$ cat config.mk
export PLATFORM = sky130hd
export DESIGN_NAME = reset_sequencer
export DESIGN_NICKNAME = d
export VERILOG_FILES = /design/src/rtl/reset_sequencer.sv
export SDC_FILE = /design/constraint.sdc
export NUM_CORES = 1
export LEC_CHECK = 0
export CAP_MARGIN = 0
export CORE_MARGIN = 10
export CORE_UTILIZATION = 59
export DETAILED_ROUTE_END_ITERATION = 10
export DONT_BUFFER_PORTS = 1
export HOLD_SLACK_MARGIN = 0.08
export PLACE_DENSITY = 0.75
export SYNTH_ARGS = -nofsm -noshare
export SYNTH_HDL_FRONTEND = slang
export SYNTH_SLANG_ARGS = --single-unit
$ cat constraint.sdc
create_clock -name clk -period 1.8 [get_ports clk]
set_input_delay 0.36 -clock clk [delete_from_list [all_inputs] [get_ports clk]]
set_output_delay 0.36 -clock clk [all_outputs]
set_load 0.02 [all_outputs]
$ cat src/rtl/reset_sequencer.sv
// Core reset sequencer: asserts core_rst_n asynchronously on rst, releases it
// synchronously after a synchronizer plus programmable hold, and services soft resets.
module reset_sequencer #(
    parameter int SYNC_STAGES      = 2,
    parameter int HOLD_CYCLES      = 4,
    parameter int SOFT_HOLD_CYCLES = 3,
    parameter int CNT_W            = 8
) (
    input  logic             clk,
    input  logic             rst,
    input  logic             soft_rst_req,
    output logic             core_rst_n,
    output logic             core_ready,
    output logic             soft_rst_ack,
    output logic [CNT_W-1:0] soft_rst_count
);

    localparam int MAX_HOLD = (HOLD_CYCLES > SOFT_HOLD_CYCLES) ? HOLD_CYCLES : SOFT_HOLD_CYCLES;
    localparam int CW       = $clog2(MAX_HOLD + 1);

    typedef enum logic [1:0] {
        ST_ASSERT,
        ST_HOLD,
        ST_RUN,
        ST_SOFT
    } state_t;

    state_t             state_q, state_d;
    logic [CW-1:0]      cnt_q, cnt_d;
    logic [CNT_W-1:0]   count_q, count_d;
    logic [SYNC_STAGES-1:0] sync_q;
    logic               rel_sync;

    assign rel_sync = ~sync_q[SYNC_STAGES-1];

    // NOTE: every sequential register uses <= so all flops sample pre-edge values together.
    always_ff @(posedge clk or posedge rst) begin
        if (rst) begin
            sync_q  <= '1;
            state_q <= ST_ASSERT;
            cnt_q   <= '0;
            count_q <= '0;
        end else begin
            sync_q  <= {sync_q[SYNC_STAGES-2:0], 1'b0};
            state_q <= state_d;
            cnt_q   <= cnt_d;
            count_q <= count_d;
        end
    end

    // NOTE: every output of this block is defaulted first, so no path can infer a latch.
    always_comb begin
        state_d = state_q;
        cnt_d   = cnt_q;
        count_d = count_q;
        unique case (state_q)
            ST_ASSERT: begin
                // Leave on the edge that loads the released level into the last stage.
                if (rel_sync || !sync_q[SYNC_STAGES-2]) begin
                    state_d = ST_HOLD;
                    cnt_d   = '0;
                end
            end
            ST_HOLD: begin
                if (cnt_q == CW'(HOLD_CYCLES - 1)) state_d = ST_RUN;
                else                               cnt_d   = cnt_q + 1'b1;
            end
            ST_RUN: begin
                if (soft_rst_req) begin
                    state_d = ST_SOFT;
                    cnt_d   = '0;
                    if (count_q != '1) count_d = count_q + 1'b1;
                end
            end
            ST_SOFT: begin
                if (cnt_q == CW'(SOFT_HOLD_CYCLES - 1)) state_d = ST_RUN;
                else                                    cnt_d   = cnt_q + 1'b1;
            end
            default: state_d = ST_ASSERT;
        endcase
    end

    // The counter is zero in SOFT only during the first cycle after acceptance.
    assign core_rst_n     = (state_q == ST_RUN);
    assign core_ready     = (state_q == ST_RUN);
    assign soft_rst_ack   = (state_q == ST_SOFT) && (cnt_q == '0);
    assign soft_rst_count = count_q;

endmodule

### Yosys cells after proc, flatten, opt, wreduce, memory -nomap -nowiden

Index checks and enable logic that the tools add are counted.

| storage, ports and cells | value |
|---|---|
| flip-flop bits (word level) | 15 |
| word-level logic and storage cells | 37 |
| output and inout bits | 11 |

| cells by class | value |
|---|---|
| eq/ne operators | 12 |
| reductions and logical operators | 8 |
| mux-type cells | 10 |
| add/sub/neg operators | 2 |
| bitwise operators | 1 |

Operators by type and width:

| cell | number |
|---|---|
| two-way mux 3 bit | 4 |
| != test 2 bit, second input constant | 6 |
| one-hot mux 3 bit (4 select lines) | 1 |
| adder 8 x 1 -> 8 bit, second input constant | 1 |
| two-way mux 2 bit | 4 |
| != test 8 bit, second input constant | 1 |
| one-hot mux 2 bit (4 select lines) | 1 |
| AND reduction 4 bit | 2 |
| == test 3 x 2 -> 1 bit, second input constant | 2 |
| == test 2 bit, second input constant | 2 |
| adder 3 x 1 -> 3 bit, second input constant | 1 |
| zero test 3 bit | 1 |
| AND reduction 3 bit | 1 |
| == test 2 x 1 -> 1 bit, second input constant | 1 |
| zero test 2 bit | 1 |
| logical AND 1 bit | 1 |
| zero test 1 bit | 1 |
| logical OR 1 bit | 1 |
| inverter 1 bit | 1 |

### Depth between registers and ports, before layout

Gate-level depths: netlist of the first run.

| depth | value |
|---|---|
| depth in word-level cells | 4 |
| mapped depth | 6 |

### Least setup slack after synthesis of the first run

OpenSTA, ideal clock, no wires.

| timing path | value |
|---|---|
| path kind | flip-flop to flip-flop |
| from | reg count_q[0], in the netlist soft_rst_count[0] |
| to | reg count_q[5], in the netlist soft_rst_count[5] |
| data required time | 1.669 ns |
| cell stages (with the launch flop) | 7 |
| arrival time | 1.479 ns |
| slack | 0.190 ns |
| clock period less this slack | 1.610 ns |
| buffers on the path | 1 |
| setup time | 0.131 ns |
| cell sequence | dfrtp_1 > ha_1 > and3_1 > buf_6 > a211oi_4 > nand3_1 > xnor2_1 |

| between the ends | value |
|---|---|
| word-level cells in the longest chain between the ends | 2 |
| elaborated cells on any way between the ends | 3 |

Ends and longest elaborated chain:

| what | RTL line | text |
|---|---|---|
| start: declaration | 30 | `logic [CNT_W-1:0] count_q, count_d;` |
| start signal: assignment | 47 | `count_q <= count_d;` |
| branches (longest 2 deep; another with adder 8 x 1 -> 8 bit) | -- |  |

Parallel ways; which one is timed is not known.
A chain may end at the register's enable or synchronous reset.

### Final worst setup path of the first run

| timing path | value |
|---|---|
| from | reg state_q[1] |
| to | out soft_rst_ack |

| between the ends | value |
|---|---|
| word-level cells in the longest chain between the ends | 2 |

Ends and longest elaborated chain:

| what | RTL line | text |
|---|---|---|
| start: declaration | 28 | `state_t state_q, state_d;` |
| start signal: assignment | 45 | `state_q <= state_d;` |
| == test 2 bit | 86 | `assign soft_rst_ack = (state_q == ST_SOFT) && (cnt_q == '0);` |
| logical AND 1 bit | 86 |  |
| end: declaration | 14 | `output logic soft_rst_ack,` |

Every way passes these cells.

==> results of run 1 <==
cell usage in the layout (no fill, tap or decap), types with 2 or more instances in the layout:
cell type / netlist / final
nor2_1: 3 / 3
nor3_1: 2 / 2
nand4_1: 2 / 2
clkbuf_4: 0 / 3
nand3b_1: 2 / 2
a21oi_1: 5 / 5
xnor2_1: 3 / 3
inv_1: 5 / 5
dfrtp_1: 13 / 13
mux2i_1: 4 / 4
nor2b_1: 2 / 2
ha_1: 5 / 5
dfstp_2: 2 / 2
nand3_1: 3 / 3
and3_1: 2 / 2
buf_4: 2 / 8
nand2_1: 5 / 5
repair_timing:
item | in CTS | in global routing
hold endpoints to repair | 13 | 0
endpoints found under the setup margin | 0 | 0
hold buffers | 1 | 0
area by class of cell:
class / count / share of cell area, %
Tap cell: 15 / 2.04
Clock buffer: 3 / 2.44
Sequential cell: 15 / 41.0
Timing Repair Buffer: 9 / 7.60
Multi-Input combinational cell: 53 / 44.4
Clock inverter: 1 / 0.543
Inverter: 5 / 2.04
synth_stat cells (all sizes together):
cell	instances	area, µm²
nand2	6	25.0
nand3	3	15.0
nor3	2	10.0
a21oi	6	41.3
a21o	1	7.51
ha	5	62.6
dfrtp	13	325
and2	1	8.76
o31ai	1	12.5
and3b	1	8.76
mux2i	4	40.0
nor2b	2	12.5
xor2	1	8.76
xnor2	3	26.3
mux2	2	26.3
or2	1	6.26
and2b	1	7.51
nand3b	2	15.0
inv	5	18.8
and3	2	12.5
buf	4	37.5
nand4	2	12.5
dfstp	2	52.6
nor2	3	11.3
and4	1	8.76
a211oi	1	20.0
nand2b	1	6.26
conb	1	3.75
layer usage:
metal	vias up	global-route usage [%]
li1	278	-
met1	272	11.2
met2	8	14.4
met3	0	4.14
met4	0	2.01
met5	-	0
power by group:
part	leakage [nW]	total (mW)	switching, mW	internal [mW]
clock network	0.0177	0.190	0.108	0.0823
logic	0.253	0.717	0.392	0.325
registers	0.175	0.552	0.107	0.445
total	0.446	1.46	0.607	0.853
critical path, delay by kind of cell (launching register included):
family           cells  cell delay (ns)
and+or+nand+nor      2             0.53
DFF                  1             0.46
worst max path at each step:
stage / to / start / depth (start not counted) / slack, ns
after floorplan: soft_rst_count[5] / soft_rst_count[0] / 6 / 0.19
after global placement: soft_rst_count[5] / soft_rst_count[0] / 5 / 0.29
after detailed placement: cnt_q[1] / cnt_q[0] / 6 / 0.26
after CTS: soft_rst_ack / state_q[1] / 2 / 0.17
after global routing: soft_rst_ack / state_q[1] / 2 / 0.07
final: soft_rst_ack / state_q[1] / 2 / 0.18
registers in the layout, indices dropped and copies added, names as in the netlist:
| name | count |
|---|---|
| sync_q | 2 |
| state_q | 2 |
| soft_rst_count | 8 |
| cnt_q | 3 |
kinds of logic (layout without fill, tap and decap cells):
kind of cell,count (synthesis),count (layout),synth area share [%]
AND/OR/NAND/NOR,28,28,19.0
flip-flops,15,15,44.8
AO/OA/AOI/OAI,9,9,9.64
buffers and inverters,9,18,6.68
multiplexers,6,6,7.86
adder cells (fa/ha/maj),5,5,7.42
XOR/XNOR,4,4,4.16
other,1,1,0.445
metrics by stage:
| step | setup WS (ns) | area, µm² |
|---|---|---|
| 4_1_cts | 0.168 | 922 |
| 6_report | 0.180 | 922 |
| 3_3_place_gp | 0.294 | 885 |
| 5_1_grt | 0.0750 | 922 |
| 3_5_place_dp | 0.261 | 885 |
| 2_1_floorplan | 0.190 | 843 |
==> results.md, run 1 <==
- TritonRoute pass-1 iters: 4
- Core footprint: 1320 µm²
- Worst slew pin tran: 0.568 ns
- Final hold violations: 0
- Die X: 57.8 µm
- Relative slew margins: 62.1%
- I/O pin count: 14
- Post-Syn Area per Cell: around 11 µm²
- CTS Buffer Depth: 2
- Max-slew violation count: 0
- Layout Cells excl Fill: 101
- DRC violations left: 0
- CTS Buf Count: 3
- Root buf cell: clkbuf_4
- Clk pin slew, worst setup/hold paths: 0.09 ns
- Initial antenna violation count: 0
- Finish-stage setup viols: 0
- Worst Setup End Kind: output port
- Cell Chain, Critical Path: and2b_1, and3_1
- Die H: 57.8 µm
- Pleak: between 0.4 and 0.5 nW
- Max-Cap Viols: 0
- Syn Nets: 85
- Length in cells of the worst reg-to-reg path: 6
- Synth unique cells: 32
- Crit Path Max Fanout: 7
- First-pass GRT wire length: 2520 µm
- Clock latency on the worst-skew pair: 0.28 ns
- GP Congestion: 0.767
- Post-detail-place hpwl: 1080 µm
- Final Critical Period: between 1.5 and 2 ns
- Total area of sequential cells: approximately 380 µm²
- RSZ-0062 raised after global routing: no
- Cells after synthesis: 77
- Final worst path period share: 90.0%
- Crit path max-delay cell type: dfrtp_1
- Met3 wire length: ~84 µm
- Footprint of the multi-input gates: just over 400 µm²
- Worst hold path depth: 3
- Post-layout util: 70.0%
- Design Power: 1.46 mW
- Fill count: 90
- Max Used Layer: met3
- Fmax: 0.617 GHz
- R2R Setup Slk: 0.27 ns
- Placed insts: 96
- Worst Path Arrival: 1.26 ns
- Hold Path Class: input pin to flop
- Total congestion overflow: 0
- Seq cells post-synth: 15
- ANT cells: 0
- All-Layer GR Usage: about 9.2%
- Port-buffer cells: 0
- Post-DR vias/cell: 5.52
- Critical path required time: 1.44 ns
- Final net count: 95
- Starting Density: 64.0%
- Hold endpoint: cnt_q[0]
- DIE AREA: between 3000 and 4000 µm²
- Number of global-route vias before repair: 570
- Worst R2R End: cnt_q[1]
- # rows: 13
- CTS Sinks: 15
- VDD IR max: 0.000751 V
- Postcts setup bufs: 0
- CTS tree: built
- Met1 Wirelength: 663 µm
- Pin count of the biggest net entering global routing: 16
- Routed WL: 1380 µm
- P per Cell Area: 1580 nW/µm²
- Crit start category: flop
- Min-Delay Startpoint: soft_rst_req
- Drt wl/cell: 13.7 µm
- Initial DRC Count: 8
- Post-CTS sizing: 0
- Met2 routed WL: about 640 µm
- Reg2Reg Launch Point: cnt_q[0]
- H-Tree Depth: 1
- Mapped Area: 843 µm²
- Synth warn: 0
- Vias after detailed routing: approximately 560
- Status: finished, final reports clean
- P&R area growth vs syn: 9.35%
- Register area share after synthesis: 44.8%
- Sum Neg Setup Slack: 0 ns
- DRT antenna net count: 0
- Worst Hold Slack: between 0.3 and 0.4 ns
- Layout cell share with drive strength beyond 1: 24.4%
- Slowest stage delay, CP: about 0.46 ns
- Skew final: 0.00657 ns
- Setup CP Type: flop to output port
No activity file was read; power rests on OpenSTA's default activity.
==> inputs of run 2 (changes only) <==
Settings changed: CORE_UTILIZATION 59 to 64, PLACE_DENSITY 0.75 to 0.8.
Clock period 1.8 ns to 1.9 ns, I/O delays scaled along.
==> results.md, run 2 (same netlist as run 1, synthesis figures left out) <==
- Post-DR vias/cell: 5.54 (was 5.52)
- Max reg flops: 8 (unchanged)
- Worst Setup SP: state_q[1] (unchanged)
- Skew final: 0.00141 ns (was 0.00657 ns)
- Finish-stage setup viols: 0 (unchanged)
- Worst Setup End Kind: output port (unchanged)
- Post-detail-place hpwl: 1030 µm (was 1080 µm)
- Psw: 0.567 mW (was 0.607 mW)
- DIE AREA: 3170 µm² (was 3340 µm²)
- First-pass GRT wire length: 2530 µm (was 2520 µm)
- Clock power frac: 13.1% (was 13.0%)
- RSZ-0062 raised after global routing: no (unchanged)
- All-Layer GR Usage: 9.53% (was 9.16%)
- Most frequent cells in the layout: 13 x dfrtp_1, 7 x buf_4 (was 13 x dfrtp_1, 8 x buf_4)
- Status: finished, final reports clean (unchanged)
- P&R area growth vs syn: 8.31% (was 9.35%)
- Sum Neg Setup Slack: 0 ns (unchanged)
- Final net count: 94 (was 95)
- P_int: 0.798 mW (was 0.853 mW)
- Sequential share of power: 39.5% (was 37.8%)
- R2R Setup Slk: 0.33 ns (was 0.27 ns)
- CTS Sinks: 15 (unchanged)
- Crit Path Max Fanout: 7 (unchanged)
- P per Cell Area: 1490 nW/µm² (was 1580 nW/µm²)
- DRC violations left: 0 (unchanged)
- DRT antenna net count: 0 (unchanged)
- Setup CP Type: flop to output port (unchanged)
- Worst Path Arrival: 1.25 ns (was 1.26 ns)
- GP Congestion: 0.756 (was 0.767)
- Max-Cap Viols: 0 (unchanged)
- Final hold violations: 0 (unchanged)
- Relative slew margins: 64.0% (was 62.1%)
- Pin count of the biggest net entering global routing: 16 (unchanged)
- Most common cell after layout, fill and taps aside: dfrtp_1 (unchanged)
- Final worst path period share: between 80 and 90%
- H-Tree Depth: 1 (unchanged)
- Die H: 56.3 µm (was 57.8 µm)
- Total congestion overflow: 0 (unchanged)
- Die X: 56.3 µm (was 57.8 µm)
- # rows: 13 (unchanged)
- Vias after detailed routing: 554 (was 558)
- ANT cells: 0 (unchanged)
- Drt wl/cell: 13.3 µm (was 13.7 µm)
- Initial antenna violation count: 0 (unchanged)
- Comb pwr share: 47.4% (was 49.1%)
- Root buf cell: clkbuf_4 (unchanged)
- I/O pin count: 14 (unchanged)
- Clk pin slew, worst setup/hold paths: 0.09 ns (about the same)
- TritonRoute pass-1 iters: 4 (unchanged)
- Clock latency on the worst-skew pair: 0.27 ns (was 0.28 ns)
- Post-place setup slack: 0.333 ns (was 0.261 ns)
- VDD IR max: 0.000880 V (was 0.000751 V)
- Reg2Reg Launch Point: cnt_q[0] (unchanged)
- Layout cell share with drive strength beyond 1: 22.4% (was 24.4%)
- Max-slew violation count: 0 (unchanged)
- Final Critical Period: between 1.5 and 2 ns
- Core footprint: 1270 µm² (was 1320 µm²)
- Worst slew pin tran: 0.539 ns (was 0.568 ns)
- Critical path required time: 1.52 ns (was 1.44 ns)
- Post-layout util: 72.0% (was 70.0%)
- Port-buffer cells: 0 (unchanged)
- Routed WL: 1330 µm (was 1380 µm)
- CTS tree: built (unchanged)
- Switch share: 41.5% (was 41.6%)
- Initial DRC Count: 10 (was 8)
- Min-Delay Startpoint: sync_q[0] (was soft_rst_req)
- Pleak: 0.437 nW (was 0.446 nW)
- Hold Path Class: flop to flop (was input pin to flop)
- Post-CTS sizing: 0 (unchanged)
- CTS Buf Count: 3 (unchanged)
- Number of global-route vias before repair: 577 (was 570)
- CTS Buffer Depth: 2 (unchanged)
- Fmax: ~0.6 GHz
- Final setup margin: 0.272 ns (was 0.180 ns)
- Crit start category: flop (unchanged)
- Starting Density: 66.5% (was 64.0%)
-- run 2: changes by cell type in the layout (fill, tap and decap cells not counted), sizes merged --
cell	before	now
buf	8	7
clkbuf	3	4
clkinv	1	0
-- run 2: metal layers --
metal | up-vias | part of all wire, % | routed length, µm | track usage [%]
li1 | 274 | - | - | -
met3 | 2 | 9.4 | 125 | 4.49
met5 | - | 0 | 0 | 0
met2 | 13 | 41 | 550 | 13.8
met4 | 0 | 1.4 | 19 | 4.12
met1 | 265 | 48 | 635 | 11.7
-- run 2: path summary, 6_finish.rpt --
check | depth (start not counted) | end
worst min-delay path | 0 | sync_q[1]
worst min register to register | 0 | sync_q[1]
worst max-delay path | 2 | soft_rst_ack
max in group asynchronous | 2 | sync_q[1]
min in group asynchronous | 2 | cnt_q[1]
worst max register to register | 6 | cnt_q[1]
-- run 2: per-stage QoR --
stage / area [µm²] / total power, mW / instances / hold slack, ns
2_1_floorplan: 843 / 1.08 / 77 / 0.280
3_5_place_dp: 877 / 1.20 / 95 / 0.338
6_report: 913 / 1.37 / 100 / 0.373
5_1_grt: 913 / 1.49 / 100 / 0.379
4_1_cts: 913 / 1.38 / 100 / 0.368
3_3_place_gp: 877 / 1.18 / 95 / 0.340
-- run 2: area by class of cell --
cell class                      count  area [µm²]
Clock buffer                        4        26.3
Fill cell                          93         355
Inverter                            5        18.8
Multi-Input combinational cell     53         409
Sequential cell                    15         378
Tap cell                           15        18.8
Timing Repair Buffer                8        62.6
-- run 2: power groups by stage --
| stage | clock network [mW] | logic (mW) | registers [mW] |
|---|---|---|---|
| finish | 0.178 | 0.647 | 0.540 |
| global placement | 0 | 0.641 | 0.541 |
| floorplan | 0 | 0.491 | 0.587 |
| CTS | 0.184 | 0.657 | 0.540 |
| global route | 0.200 | 0.726 | 0.560 |
| detailed placement | 0 | 0.651 | 0.547 |
-- run 2: worst max-delay path: stages, from the launching register on --
cell	delay, ns
dfrtp_1	0.46
and2b_1	0.22
and3_1	0.29
-- run 2: what timing repair did --
action | 4_1_cts | 5_1_grt
hold buffers | 1 | 0
buffers inserted | 0 | 0
setup endpoints to repair | 0 | 0
hold endpoints to repair | 13 | 0
